===== src/rtl/axil_cmd_master_if.sv =====
`default_nettype none
// ============================================================================
// Module      : axil_cmd_master_if
// Description : AXI4-Lite bus bundle (AW, W, B, AR, R channels) shared by
//               axil_cmd_master and whatever slave it drives.
//   master modport : drives addresses, data, strobes, valids and B/R readies
//   slave  modport : drives AW/W/AR readies and the B/R responses
// Revision    : 1.0  initial release
// ============================================================================
interface axil_cmd_master_if #(
    parameter int ADDR_WIDTH = 32,
    parameter int DATA_WIDTH = 32
);
    // AW channel
    logic [ADDR_WIDTH-1:0]   awaddr;
    logic                    awvalid;
    logic                    awready;
    // W channel
    logic [DATA_WIDTH-1:0]   wdata;
    logic [DATA_WIDTH/8-1:0] wstrb;
    logic                    wvalid;
    logic                    wready;
    // B channel
    logic [1:0]              bresp;
    logic                    bvalid;
    logic                    bready;
    // AR channel
    logic [ADDR_WIDTH-1:0]   araddr;
    logic                    arvalid;
    logic                    arready;
    // R channel
    logic [DATA_WIDTH-1:0]   rdata;
    logic [1:0]              rresp;
    logic                    rvalid;
    logic                    rready;

    modport master (
        output awaddr, awvalid, input awready,
        output wdata, wstrb, wvalid, input wready,
        input  bresp, bvalid, output bready,
        output araddr, arvalid, input arready,
        input  rdata, rresp, rvalid, output rready
    );

    modport slave (
        input  awaddr, awvalid, output awready,
        input  wdata, wstrb, wvalid, output wready,
        output bresp, bvalid, input bready,
        input  araddr, arvalid, output arready,
        output rdata, rresp, rvalid, input rready
    );
endinterface
`default_nettype wire


===== src/rtl/axil_cmd_master.sv =====
`default_nettype none
// ============================================================================
// Module      : axil_cmd_master
// Description : Bridges a single-beat register command stream (valid/ready)
//               onto an AXI4-Lite master port. One transaction in flight;
//               one response per command; a watchdog aborts a hung slave.
// Ports       :
//   ACLK, ARESETN         clock, synchronous active-low reset
//   cmd_*                 command in (write flag, address, data, strobes)
//   rsp_*                 response out (read data, resp code, timeout flag)
//   m_axil                AXI4-Lite master bundle (axil_cmd_master_if.master)
// Revision    : 1.0  initial release
// ============================================================================
module axil_cmd_master #(
    parameter int ADDR_WIDTH     = 32,
    parameter int DATA_WIDTH     = 32,
    parameter int TIMEOUT_CYCLES = 1024
) (
    input  wire                      ACLK,
    input  wire                      ARESETN,
    input  wire                      cmd_valid,
    output logic                     cmd_ready,
    input  wire                      cmd_write,
    input  wire [ADDR_WIDTH-1:0]     cmd_addr,
    input  wire [DATA_WIDTH-1:0]     cmd_wdata,
    input  wire [DATA_WIDTH/8-1:0]   cmd_wstrb,
    output logic                     rsp_valid,
    input  wire                      rsp_ready,
    output logic [DATA_WIDTH-1:0]    rsp_rdata,
    output logic [1:0]               rsp_resp,
    output logic                     rsp_timeout,
    axil_cmd_master_if.master        m_axil
);

    localparam int c_STRB_W = DATA_WIDTH / 8;
    localparam int c_WD_W   = (TIMEOUT_CYCLES > 1) ? $clog2(TIMEOUT_CYCLES) : 1;
    localparam bit c_WD_EN  = (TIMEOUT_CYCLES > 0);
    localparam logic [c_WD_W-1:0] c_WD_LAST =
        c_WD_W'((TIMEOUT_CYCLES > 0) ? TIMEOUT_CYCLES - 1 : 0);
    localparam logic [1:0] c_RESP_SLVERR = 2'b10;

    typedef enum logic [2:0] {
        ST_IDLE    = 3'd0,
        ST_WR_AW_W = 3'd1,
        ST_WR_B    = 3'd2,
        ST_RD_AR   = 3'd3,
        ST_RD_R    = 3'd4,
        ST_RSP     = 3'd5
    } state_t;

    state_t                r_state, w_state_nxt;
    logic [ADDR_WIDTH-1:0] r_addr, w_addr_nxt;
    logic [DATA_WIDTH-1:0] r_wdata, w_wdata_nxt;
    logic [c_STRB_W-1:0]   r_wstrb, w_wstrb_nxt;
    logic                  r_awvalid, w_awvalid_nxt;
    logic                  r_wvalid, w_wvalid_nxt;
    logic                  r_bready, w_bready_nxt;
    logic                  r_arvalid, w_arvalid_nxt;
    logic                  r_rready, w_rready_nxt;
    logic                  r_aw_done, w_aw_done_nxt;
    logic                  r_w_done, w_w_done_nxt;
    logic [DATA_WIDTH-1:0] r_rdata, w_rdata_nxt;
    logic [1:0]            r_resp, w_resp_nxt;
    logic                  r_timeout, w_timeout_nxt;
    logic [c_WD_W-1:0]     r_wd, w_wd_nxt;

    logic w_aw_hs, w_w_hs, w_b_hs, w_ar_hs, w_r_hs;
    logic w_wd_last;
    logic w_abort;

    assign w_aw_hs   = r_awvalid & m_axil.awready;
    assign w_w_hs    = r_wvalid  & m_axil.wready;
    assign w_b_hs    = r_bready  & m_axil.bvalid;
    assign w_ar_hs   = r_arvalid & m_axil.arready;
    assign w_r_hs    = r_rready  & m_axil.rvalid;
    assign w_wd_last = c_WD_EN && (r_wd == c_WD_LAST);

    always_ff @(posedge ACLK) begin
        if (!ARESETN) begin
            r_state <= ST_IDLE;
        end else begin
            r_state <= w_state_nxt;
        end
    end

    always_comb begin
        w_state_nxt   = r_state;
        w_addr_nxt    = r_addr;
        w_wdata_nxt   = r_wdata;
        w_wstrb_nxt   = r_wstrb;
        w_awvalid_nxt = r_awvalid;
        w_wvalid_nxt  = r_wvalid;
        w_bready_nxt  = r_bready;
        w_arvalid_nxt = r_arvalid;
        w_rready_nxt  = r_rready;
        w_aw_done_nxt = r_aw_done;
        w_w_done_nxt  = r_w_done;
        w_rdata_nxt   = r_rdata;
        w_resp_nxt    = r_resp;
        w_timeout_nxt = r_timeout;
        w_wd_nxt      = c_WD_EN ? (r_wd + c_WD_W'(1)) : '0;
        w_abort       = 1'b0;

        case (r_state)
            ST_IDLE: begin
                // Watchdog is zeroed here so every wait state starts at 0.
                w_wd_nxt = '0;
                if (cmd_valid) begin
                    w_addr_nxt    = cmd_addr;
                    w_wdata_nxt   = cmd_wdata;
                    w_wstrb_nxt   = cmd_wstrb;
                    w_aw_done_nxt = 1'b0;
                    w_w_done_nxt  = 1'b0;
                    if (cmd_write) begin
                        w_state_nxt   = ST_WR_AW_W;
                        w_awvalid_nxt = 1'b1;
                        w_wvalid_nxt  = 1'b1;
                    end else begin
                        w_state_nxt   = ST_RD_AR;
                        w_arvalid_nxt = 1'b1;
                    end
                end
            end
            ST_WR_AW_W: begin
                // AW and W complete independently; each valid falls right
                // after its own handshake and the sticky flags remember it.
                w_aw_done_nxt = r_aw_done | w_aw_hs;
                w_w_done_nxt  = r_w_done  | w_w_hs;
                if (w_aw_hs) w_awvalid_nxt = 1'b0;
                if (w_w_hs)  w_wvalid_nxt  = 1'b0;
                if (w_aw_done_nxt && w_w_done_nxt) begin
                    w_state_nxt  = ST_WR_B;
                    w_bready_nxt = 1'b1;
                    w_wd_nxt     = '0;
                end else if (w_wd_last) begin
                    w_abort = 1'b1;
                end
            end
            ST_WR_B: begin
                if (w_b_hs) begin
                    w_bready_nxt  = 1'b0;
                    w_resp_nxt    = m_axil.bresp;
                    w_rdata_nxt   = '0;
                    w_timeout_nxt = 1'b0;
                    w_state_nxt   = ST_RSP;
                end else if (w_wd_last) begin
                    w_abort = 1'b1;
                end
            end
            ST_RD_AR: begin
                if (w_ar_hs) begin
                    w_arvalid_nxt = 1'b0;
                    w_rready_nxt  = 1'b1;
                    w_state_nxt   = ST_RD_R;
                    w_wd_nxt      = '0;
                end else if (w_wd_last) begin
                    w_abort = 1'b1;
                end
            end
            ST_RD_R: begin
                if (w_r_hs) begin
                    w_rready_nxt  = 1'b0;
                    w_rdata_nxt   = m_axil.rdata;
                    w_resp_nxt    = m_axil.rresp;
                    w_timeout_nxt = 1'b0;
                    w_state_nxt   = ST_RSP;
                end else if (w_wd_last) begin
                    w_abort = 1'b1;
                end
            end
            ST_RSP: begin
                w_wd_nxt = '0;
                if (rsp_ready) begin
                    w_state_nxt = ST_IDLE;
                end
            end
            default: begin
                w_state_nxt = ST_IDLE;
            end
        endcase

        // Watchdog abort: withdraw everything from the bus and report SLVERR.
        if (w_abort) begin
            w_awvalid_nxt = 1'b0;
            w_wvalid_nxt  = 1'b0;
            w_bready_nxt  = 1'b0;
            w_arvalid_nxt = 1'b0;
            w_rready_nxt  = 1'b0;
            w_resp_nxt    = c_RESP_SLVERR;
            w_timeout_nxt = 1'b1;
            w_rdata_nxt   = '0;
            w_state_nxt   = ST_RSP;
        end
    end

    always_ff @(posedge ACLK) begin
        if (!ARESETN) begin
            r_addr    <= '0;
            r_wdata   <= '0;
            r_wstrb   <= '0;
            r_awvalid <= 1'b0;
            r_wvalid  <= 1'b0;
            r_bready  <= 1'b0;
            r_arvalid <= 1'b0;
            r_rready  <= 1'b0;
            r_aw_done <= 1'b0;
            r_w_done  <= 1'b0;
            r_rdata   <= '0;
            r_resp    <= '0;
            r_timeout <= 1'b0;
            r_wd      <= '0;
        end else begin
            r_addr    <= w_addr_nxt;
            r_wdata   <= w_wdata_nxt;
            r_wstrb   <= w_wstrb_nxt;
            r_awvalid <= w_awvalid_nxt;
            r_wvalid  <= w_wvalid_nxt;
            r_bready  <= w_bready_nxt;
            r_arvalid <= w_arvalid_nxt;
            r_rready  <= w_rready_nxt;
            r_aw_done <= w_aw_done_nxt;
            r_w_done  <= w_w_done_nxt;
            r_rdata   <= w_rdata_nxt;
            r_resp    <= w_resp_nxt;
            r_timeout <= w_timeout_nxt;
            r_wd      <= w_wd_nxt;
        end
    end

    assign cmd_ready   = (r_state == ST_IDLE);
    assign rsp_valid   = (r_state == ST_RSP);
    assign rsp_rdata   = r_rdata;
    assign rsp_resp    = r_resp;
    assign rsp_timeout = r_timeout;

    assign m_axil.awaddr  = r_addr;
    assign m_axil.awvalid = r_awvalid;
    assign m_axil.wdata   = r_wdata;
    assign m_axil.wstrb   = r_wstrb;
    assign m_axil.wvalid  = r_wvalid;
    assign m_axil.bready  = r_bready;
    assign m_axil.araddr  = r_addr;
    assign m_axil.arvalid = r_arvalid;
    assign m_axil.rready  = r_rready;

endmodule
`default_nettype wire


===== src/flat_wrapper.sv =====
// flat-port wrapper written by rule: the top's interface ports become plain ports
module axil_cmd_master_flat 
#(
    parameter int ADDR_WIDTH     = 32,
    parameter int DATA_WIDTH     = 32,
    parameter int TIMEOUT_CYCLES = 1024
)
  (ACLK, ARESETN, cmd_valid, cmd_ready, cmd_write, cmd_addr, cmd_wdata, cmd_wstrb, rsp_valid, rsp_ready, rsp_rdata, rsp_resp, rsp_timeout, m_axil_awaddr, m_axil_awvalid, m_axil_awready, m_axil_wdata, m_axil_wstrb, m_axil_wvalid, m_axil_wready, m_axil_bresp, m_axil_bvalid, m_axil_bready, m_axil_araddr, m_axil_arvalid, m_axil_arready, m_axil_rdata, m_axil_rresp, m_axil_rvalid, m_axil_rready);
  axil_cmd_master_if #(.ADDR_WIDTH(ADDR_WIDTH), .DATA_WIDTH(DATA_WIDTH)) m_axil_i ();
  input  wire ACLK;
  input  wire ARESETN;
  input  wire cmd_valid;
  output logic cmd_ready;
  input  wire cmd_write;
  input  wire [ADDR_WIDTH-1:0] cmd_addr;
  input  wire [DATA_WIDTH-1:0] cmd_wdata;
  input  wire [DATA_WIDTH/8-1:0] cmd_wstrb;
  output logic rsp_valid;
  input  wire rsp_ready;
  output logic [DATA_WIDTH-1:0] rsp_rdata;
  output logic [1:0] rsp_resp;
  output logic rsp_timeout;
  output wire logic [$bits(m_axil_i.awaddr)-1:0] m_axil_awaddr;
  output wire logic [$bits(m_axil_i.awvalid)-1:0] m_axil_awvalid;
  input wire logic [$bits(m_axil_i.awready)-1:0] m_axil_awready;
  output wire logic [$bits(m_axil_i.wdata)-1:0] m_axil_wdata;
  output wire logic [$bits(m_axil_i.wstrb)-1:0] m_axil_wstrb;
  output wire logic [$bits(m_axil_i.wvalid)-1:0] m_axil_wvalid;
  input wire logic [$bits(m_axil_i.wready)-1:0] m_axil_wready;
  input wire logic [$bits(m_axil_i.bresp)-1:0] m_axil_bresp;
  input wire logic [$bits(m_axil_i.bvalid)-1:0] m_axil_bvalid;
  output wire logic [$bits(m_axil_i.bready)-1:0] m_axil_bready;
  output wire logic [$bits(m_axil_i.araddr)-1:0] m_axil_araddr;
  output wire logic [$bits(m_axil_i.arvalid)-1:0] m_axil_arvalid;
  input wire logic [$bits(m_axil_i.arready)-1:0] m_axil_arready;
  input wire logic [$bits(m_axil_i.rdata)-1:0] m_axil_rdata;
  input wire logic [$bits(m_axil_i.rresp)-1:0] m_axil_rresp;
  input wire logic [$bits(m_axil_i.rvalid)-1:0] m_axil_rvalid;
  output wire logic [$bits(m_axil_i.rready)-1:0] m_axil_rready;
  assign m_axil_awaddr = m_axil_i.awaddr;
  assign m_axil_awvalid = m_axil_i.awvalid;
  assign m_axil_i.awready = m_axil_awready;
  assign m_axil_wdata = m_axil_i.wdata;
  assign m_axil_wstrb = m_axil_i.wstrb;
  assign m_axil_wvalid = m_axil_i.wvalid;
  assign m_axil_i.wready = m_axil_wready;
  assign m_axil_i.bresp = m_axil_bresp;
  assign m_axil_i.bvalid = m_axil_bvalid;
  assign m_axil_bready = m_axil_i.bready;
  assign m_axil_araddr = m_axil_i.araddr;
  assign m_axil_arvalid = m_axil_i.arvalid;
  assign m_axil_i.arready = m_axil_arready;
  assign m_axil_i.rdata = m_axil_rdata;
  assign m_axil_i.rresp = m_axil_rresp;
  assign m_axil_i.rvalid = m_axil_rvalid;
  assign m_axil_rready = m_axil_i.rready;
  axil_cmd_master #(.ADDR_WIDTH(ADDR_WIDTH), .DATA_WIDTH(DATA_WIDTH), .TIMEOUT_CYCLES(TIMEOUT_CYCLES)) u_core (.ACLK(ACLK), .ARESETN(ARESETN), .cmd_valid(cmd_valid), .cmd_ready(cmd_ready), .cmd_write(cmd_write), .cmd_addr(cmd_addr), .cmd_wdata(cmd_wdata), .cmd_wstrb(cmd_wstrb), .rsp_valid(rsp_valid), .rsp_ready(rsp_ready), .rsp_rdata(rsp_rdata), .rsp_resp(rsp_resp), .rsp_timeout(rsp_timeout), .m_axil(m_axil_i));
endmodule

===== config.mk =====
export PLATFORM = sky130hd
export DESIGN_NAME = axil_cmd_master_flat
export DESIGN_NICKNAME = d
export VERILOG_FILES = /design/src/rtl/axil_cmd_master_if.sv /design/src/rtl/axil_cmd_master.sv /design/src/flat_wrapper.sv
export SDC_FILE = /design/constraint.sdc
export NUM_CORES = 1
export LEC_CHECK = 0
export CAP_MARGIN = 15
export CORE_UTILIZATION = 36
export DETAILED_ROUTE_END_ITERATION = 10
export PLACE_DENSITY = 0.77
export SETUP_SLACK_MARGIN = 0.4
export SLEW_MARGIN = 20
export SYNTH_ARGS = -nofsm -noshare
export SYNTH_HDL_FRONTEND = slang
export SYNTH_SLANG_ARGS = --single-unit

===== constraint.sdc =====
create_clock -name ACLK -period 1.95 [get_ports ACLK]
set_clock_uncertainty 0.1 [all_clocks]
set_input_delay 0.195 -clock ACLK [delete_from_list [all_inputs] [get_ports ACLK]]
set_output_delay 0.195 -clock ACLK [all_outputs]
set_load 0.05 [all_outputs]

==> impl_summary.md <==
Pwr
For this design the static power due to leakage is 3.74 nW. Per report_power, the combinational group accounts for between 40% and 50% of the total. In this run, flip-flops and latches consume 25.9% of the power. The power after layout is 12.4 mW. The switching portion of total power is 41.3%. The share of total power dissipated in the clock network is between 20% and 30%.

IR analysis of the VDD net gives a maximum drop of 819 µV. The cell internal power dissipation is 7.26 mW. For this design the total switching power over the nets is 5.11 mW. In this run the power density over the cells is approximately 1300 mW/mm².

Die
The region available for standard cell placement spans 0.0132 mm². The floorplan step set the die height to 118 µm. The number of rows in the core area is 42.

The die is 118 µm wide. The die covers between 0.01 and 0.015 mm². For this configuration, the core starts out at a cell density of 36.9%. In this run the count of I/O pins placed on the die edge is 256.

Drt
The via density per instance is 4.93. The average wire per cell in the routed design is 16.3 µm. After detailed routing, the number of remaining DRC violations is 0. The number of iterations in the first detailed-routing pass is 5.

The detail route stage leaves a number of antenna-violating nets equal to 0. The starting DRC count in detailed routing is 252. The routed design has 17600 µm of wire. The vias after detailed routing is approximately 5300.

Placement
The placer's final routability congestion estimate is 0.821. Counting tap cells, the placed design contains a total of 1010 instances. Summed over all nets, the half-perimeter wirelength after detailed placement is 9750 µm.

OpenSTA, run right after detailed placement, puts the worst setup slack at -113 ps. The number of input and output port buffers inserted is 255.

Clock tree
The TritonCTS clock tree is built. Clock tree synthesis inserted a total of 17 buffers. The clock reaches the later pin of the worst-skew pair after 420 ps.

The buffer levels on the longest clock path is 2. After clock tree synthesis, the clock-pin slew on the worst setup and hold paths is 60 ps. The sink count of the clock tree is 123. The H-tree generated during clock tree synthesis spans 4 levels. After clock tree synthesis, the flow added hold-fix buffers numbering 0. The root buffer cell is sky130_fd_sc_hd__clkbuf_16.

STA
The final max-slew violation count was 0. The maximum clock frequency is 535 MHz. The final cycle utilization of the critical path is 95.9%. The post-layout worst setup margin is ~80 ps. The hold violation total from the final report is 0. The number of setup violations in the final report is 0. The slew at the pin closest to its max-slew limit is approximately 500 ps.

The total negative setup slack is 0 ps. Setup repair after global routing could not meet its margin everywhere. Subtracting the final worst setup slack from the clock period gives 1870 ps. In this run the tightest slew margin relative to its limit is 66.5%.

Finish
The most common cell after layout, fill and taps aside is sky130_fd_sc_hd__nand2_1. The antenna diode count is 0. The final-stage net count is between 1000 and 1500.

After the flow finishes, the layout carries non-filler instances totaling 1080. The fraction of final layout cells with drive strength greater than 1 is 39.3%. Fill cells in the final layout number slightly below 1000. The library cells used most frequently in the layout, excluding fill and tap cells, are sky130_fd_sc_hd__nand2_1, sky130_fd_sc_hd__dfxtp_1, sky130_fd_sc_hd__clkdlybuf4s50_1. The area overhead of the layout relative to synthesis is 93.5%.

Setup path
The worst reg2reg path startpoint is u_core.r_state[2]$_SDFFE_PN0P_. The required time of the worst setup path is 1650 ps. STA classifies the critical path endpoint as a primary output. The register-to-register setup slack is around 90 ps. The largest fanout on the critical path is 6.

The arrival time reported for the critical path endpoint is 1580 ps. By startpoint and endpoint, the worst setup path is classified as reg2out. The nature of the critical path startpoint is a register.

Measured in cells, the most critical reg-to-reg path has a length of 5. The endpoint identified for the worst register-to-register timing path is u_core.r_state[0]$_SDFFE_PN0P_.

GRT
The first global-routing pass estimated around 23000 µm of wire. Entering global routing, the biggest net connects 48 pins. The total overflow left after global routing is 0. Global routing used 21.1% of the available tracks. The initial antenna violation count is 0. The via count of the first global-routing pass is 4874.

Worst hold path
The worst hold path passes through 3 cells. The startpoint identified for the worst hold timing path is cmd_addr[19]. In this run the worst hold path is classified as in2reg. The worst hold path endpoint is u_core.m_axil.araddr[19]$_SDFFE_PN0P_.

Logic synthesis
The number of nets handed over by synthesis was 731. The cell count after synthesis came out at 616. The total standard cell area after synthesis is 0.00487 mm². Synthesis instantiated between 40 and 50 different standard cells from the library. The total of warnings raised by yosys is 0.

The average cell area after synthesis is between 7 and 8 µm². Synthesis inferred between 100 and 150 register bits. The post-synthesis sequential area ratio is between 50 and 60%.

Flow run
The tool flagged a number of max-cap violations equal to 0.

Run status
The flow ran to the end, and the final reports show no timing, DRC or antenna violations.
-- flip-flops by register name (all words and copies together), names as in the netlist --
name / cells
u_core.m_axil.araddr: 32
u_core.rsp_timeout: 1
u_core.m_axil.wvalid: 1
u_core.r_aw_done: 1
u_core.m_axil.rready: 1
u_core.m_axil.bready: 1
u_core.m_axil.awvalid: 1
u_core.r_state: 3
u_core.rsp_resp: 2
u_core.m_axil.arvalid: 1
u_core.rsp_rdata: 32
u_core.m_axil.wstrb: 4
u_core.r_wd: 10
u_core.m_axil.wdata: 32
u_core.r_w_done: 1
-- cells by family (layout without fill, tap and decap cells) --
| group | after synthesis | after routing | share of synthesized area [%] |
|---|---|---|---|
| AOI/OAI and AO/OA | 136 | 136 | 15.4 |
| xor gates and xnor gates | 6 | 6 | 1.08 |
| adders and majority gates | 2 | 2 | 0.463 |
| and+or+nand+nor | 267 | 269 | 23.3 |
| DFF | 123 | 123 | 50.6 |
| muxes | 1 | 1 | 0.206 |
| buffers and inverters | 81 | 367 | 9.00 |
-- power by group through the flow --
stage	clock network (mW)	registers, mW	logic [mW]
finish	3.11	3.21	6.05
global route	3.31	3.25	6.32
CTS	3.15	3.17	4.70
detailed placement	0	3.22	4.74
global placement	0	3.20	4.73
floorplan	0	4.33	2.09
-- critical path, cell delays in order, from the launching register on --
cell and delay [ps]:
sky130_fd_sc_hd__dfxtp_4 370, sky130_fd_sc_hd__buf_6 130, sky130_fd_sc_hd__buf_6 120, sky130_fd_sc_hd__nor3_4 230
sky130_fd_sc_hd__buf_6 170, sky130_fd_sc_hd__buf_12 140
-- metal layers --
layer  share of wire (%)  wire (µm)  GRT usage [%]  up-vias
met1                  39       6910           23.7     2501
met2                  50       8880           35.5      207
met5                   0          0              0        -
met4                 2.2        392           9.13        0
met3                 8.0       1400           7.87       30
li1                    -          -              -     2585
-- cells in the mapped netlist --
library cell / n / share of area, %
sky130_fd_sc_hd__a31oi_1: 4 / 0.51
sky130_fd_sc_hd__mux2i_1: 1 / 0.21
sky130_fd_sc_hd__nand3b_1: 1 / 0.15
sky130_fd_sc_hd__a2bb2oi_1: 1 / 0.18
sky130_fd_sc_hd__o31a_1: 1 / 0.18
sky130_fd_sc_hd__buf_4: 34 / 5.2
sky130_fd_sc_hd__a21oi_1: 110 / 11
sky130_fd_sc_hd__o31ai_1: 1 / 0.15
sky130_fd_sc_hd__maj3_1: 1 / 0.21
sky130_fd_sc_hd__nor4_1: 2 / 0.26
sky130_fd_sc_hd__o31ai_2: 1 / 0.26
sky130_fd_sc_hd__o211ai_1: 2 / 0.31
sky130_fd_sc_hd__nor3_1: 3 / 0.31
sky130_fd_sc_hd__inv_1: 6 / 0.46
sky130_fd_sc_hd__dfxtp_1: 123 / 51
sky130_fd_sc_hd__a211oi_1: 3 / 0.46
sky130_fd_sc_hd__nand4b_1: 1 / 0.18
sky130_fd_sc_hd__nor3b_2: 1 / 0.26
sky130_fd_sc_hd__o22ai_1: 1 / 0.13
sky130_fd_sc_hd__nor2_1: 21 / 1.6
sky130_fd_sc_hd__a32oi_1: 2 / 0.36
sky130_fd_sc_hd__o21ai_0: 5 / 0.51
sky130_fd_sc_hd__and2_1: 4 / 0.51
sky130_fd_sc_hd__nand3_1: 37 / 3.8
sky130_fd_sc_hd__a211o_1: 1 / 0.18
sky130_fd_sc_hd__ha_1: 1 / 0.26
sky130_fd_sc_hd__xnor2_1: 1 / 0.18
sky130_fd_sc_hd__nor3b_1: 2 / 0.31
sky130_fd_sc_hd__or3_1: 4 / 0.51
sky130_fd_sc_hd__nand4_1: 4 / 0.51
sky130_fd_sc_hd__and3b_1: 1 / 0.18
sky130_fd_sc_hd__nor2b_1: 1 / 0.13
sky130_fd_sc_hd__nand2_1: 182 / 14
sky130_fd_sc_hd__a2111oi_2: 1 / 0.31
sky130_fd_sc_hd__buf_2: 5 / 0.51
sky130_fd_sc_hd__xor2_1: 5 / 0.90
sky130_fd_sc_hd__nand2b_1: 1 / 0.13
sky130_fd_sc_hd__or4_4: 1 / 0.23
sky130_fd_sc_hd__o21a_1: 2 / 0.31
sky130_fd_sc_hd__and3_1: 1 / 0.13
sky130_fd_sc_hd__buf_1: 3 / 0.23
sky130_fd_sc_hd__clkbuf_1: 33 / 2.5
sky130_fd_sc_hd__a32o_1: 1 / 0.21
-- stage by stage --
stage / area (µm²) / util [%] / hold WS (ps)
floorplan: 5060 / - / 181
global placement: 7730 / 58.6 / 337
detailed placement: 7730 / 58.6 / 343
CTS: 8480 / 64.3 / 206
global route: 9420 / 71.4 / 218
finish: 9420 / 71.4 / 223
-- area by class of cell --
cell class | instances | area, µm² | area share (%)
Timing Repair Buffer | 329 | 3560 | 37.8
Inverter | 6 | 25.0 | 0.266
Sequential cell | 123 | 2490 | 26.5
Clock buffer | 18 | 439 | 4.66
Tap cell | 176 | 220 | 2.34
Clock inverter | 14 | 148 | 1.57
Multi-Input combinational cell | 414 | 2540 | 26.9
-- worst max path at each step --
stage / start / endpoint / slack (ps) / depth (start not counted)
6_report: u_core.r_state[1]$_SDFFE_PP0P_ / cmd_ready / 80 / 5
5_1_grt: u_core.r_state[2]$_SDFFE_PN0P_ / u_core.r_state[0]$_SDFFE_PN0P_ / 4 / 5
4_1_cts: u_core.r_state[2]$_SDFFE_PN0P_ / u_core.r_state[0]$_SDFFE_PN0P_ / 100 / 5
3_5_place_dp: m_axil_awready / u_core.m_axil.awvalid$_SDFFE_PP0P_ / -110 / 8
3_3_place_gp: m_axil_bvalid / u_core.r_state[0]$_SDFFE_PN0P_ / -100 / 6
2_1_floorplan: u_core.r_state[1]$_SDFFE_PP0P_ / u_core.r_aw_done$_SDFFE_PN0P_ / 120 / 6
-- timing repair --
action                     in CTS  in global routing
buffers inserted                3                 13
pin swaps                       1                 64
gates resized for setup       342                216
setup endpoints to repair     264                163
gates cloned                    1                 21
Note: power is estimated with default switching activity, not from simulation.
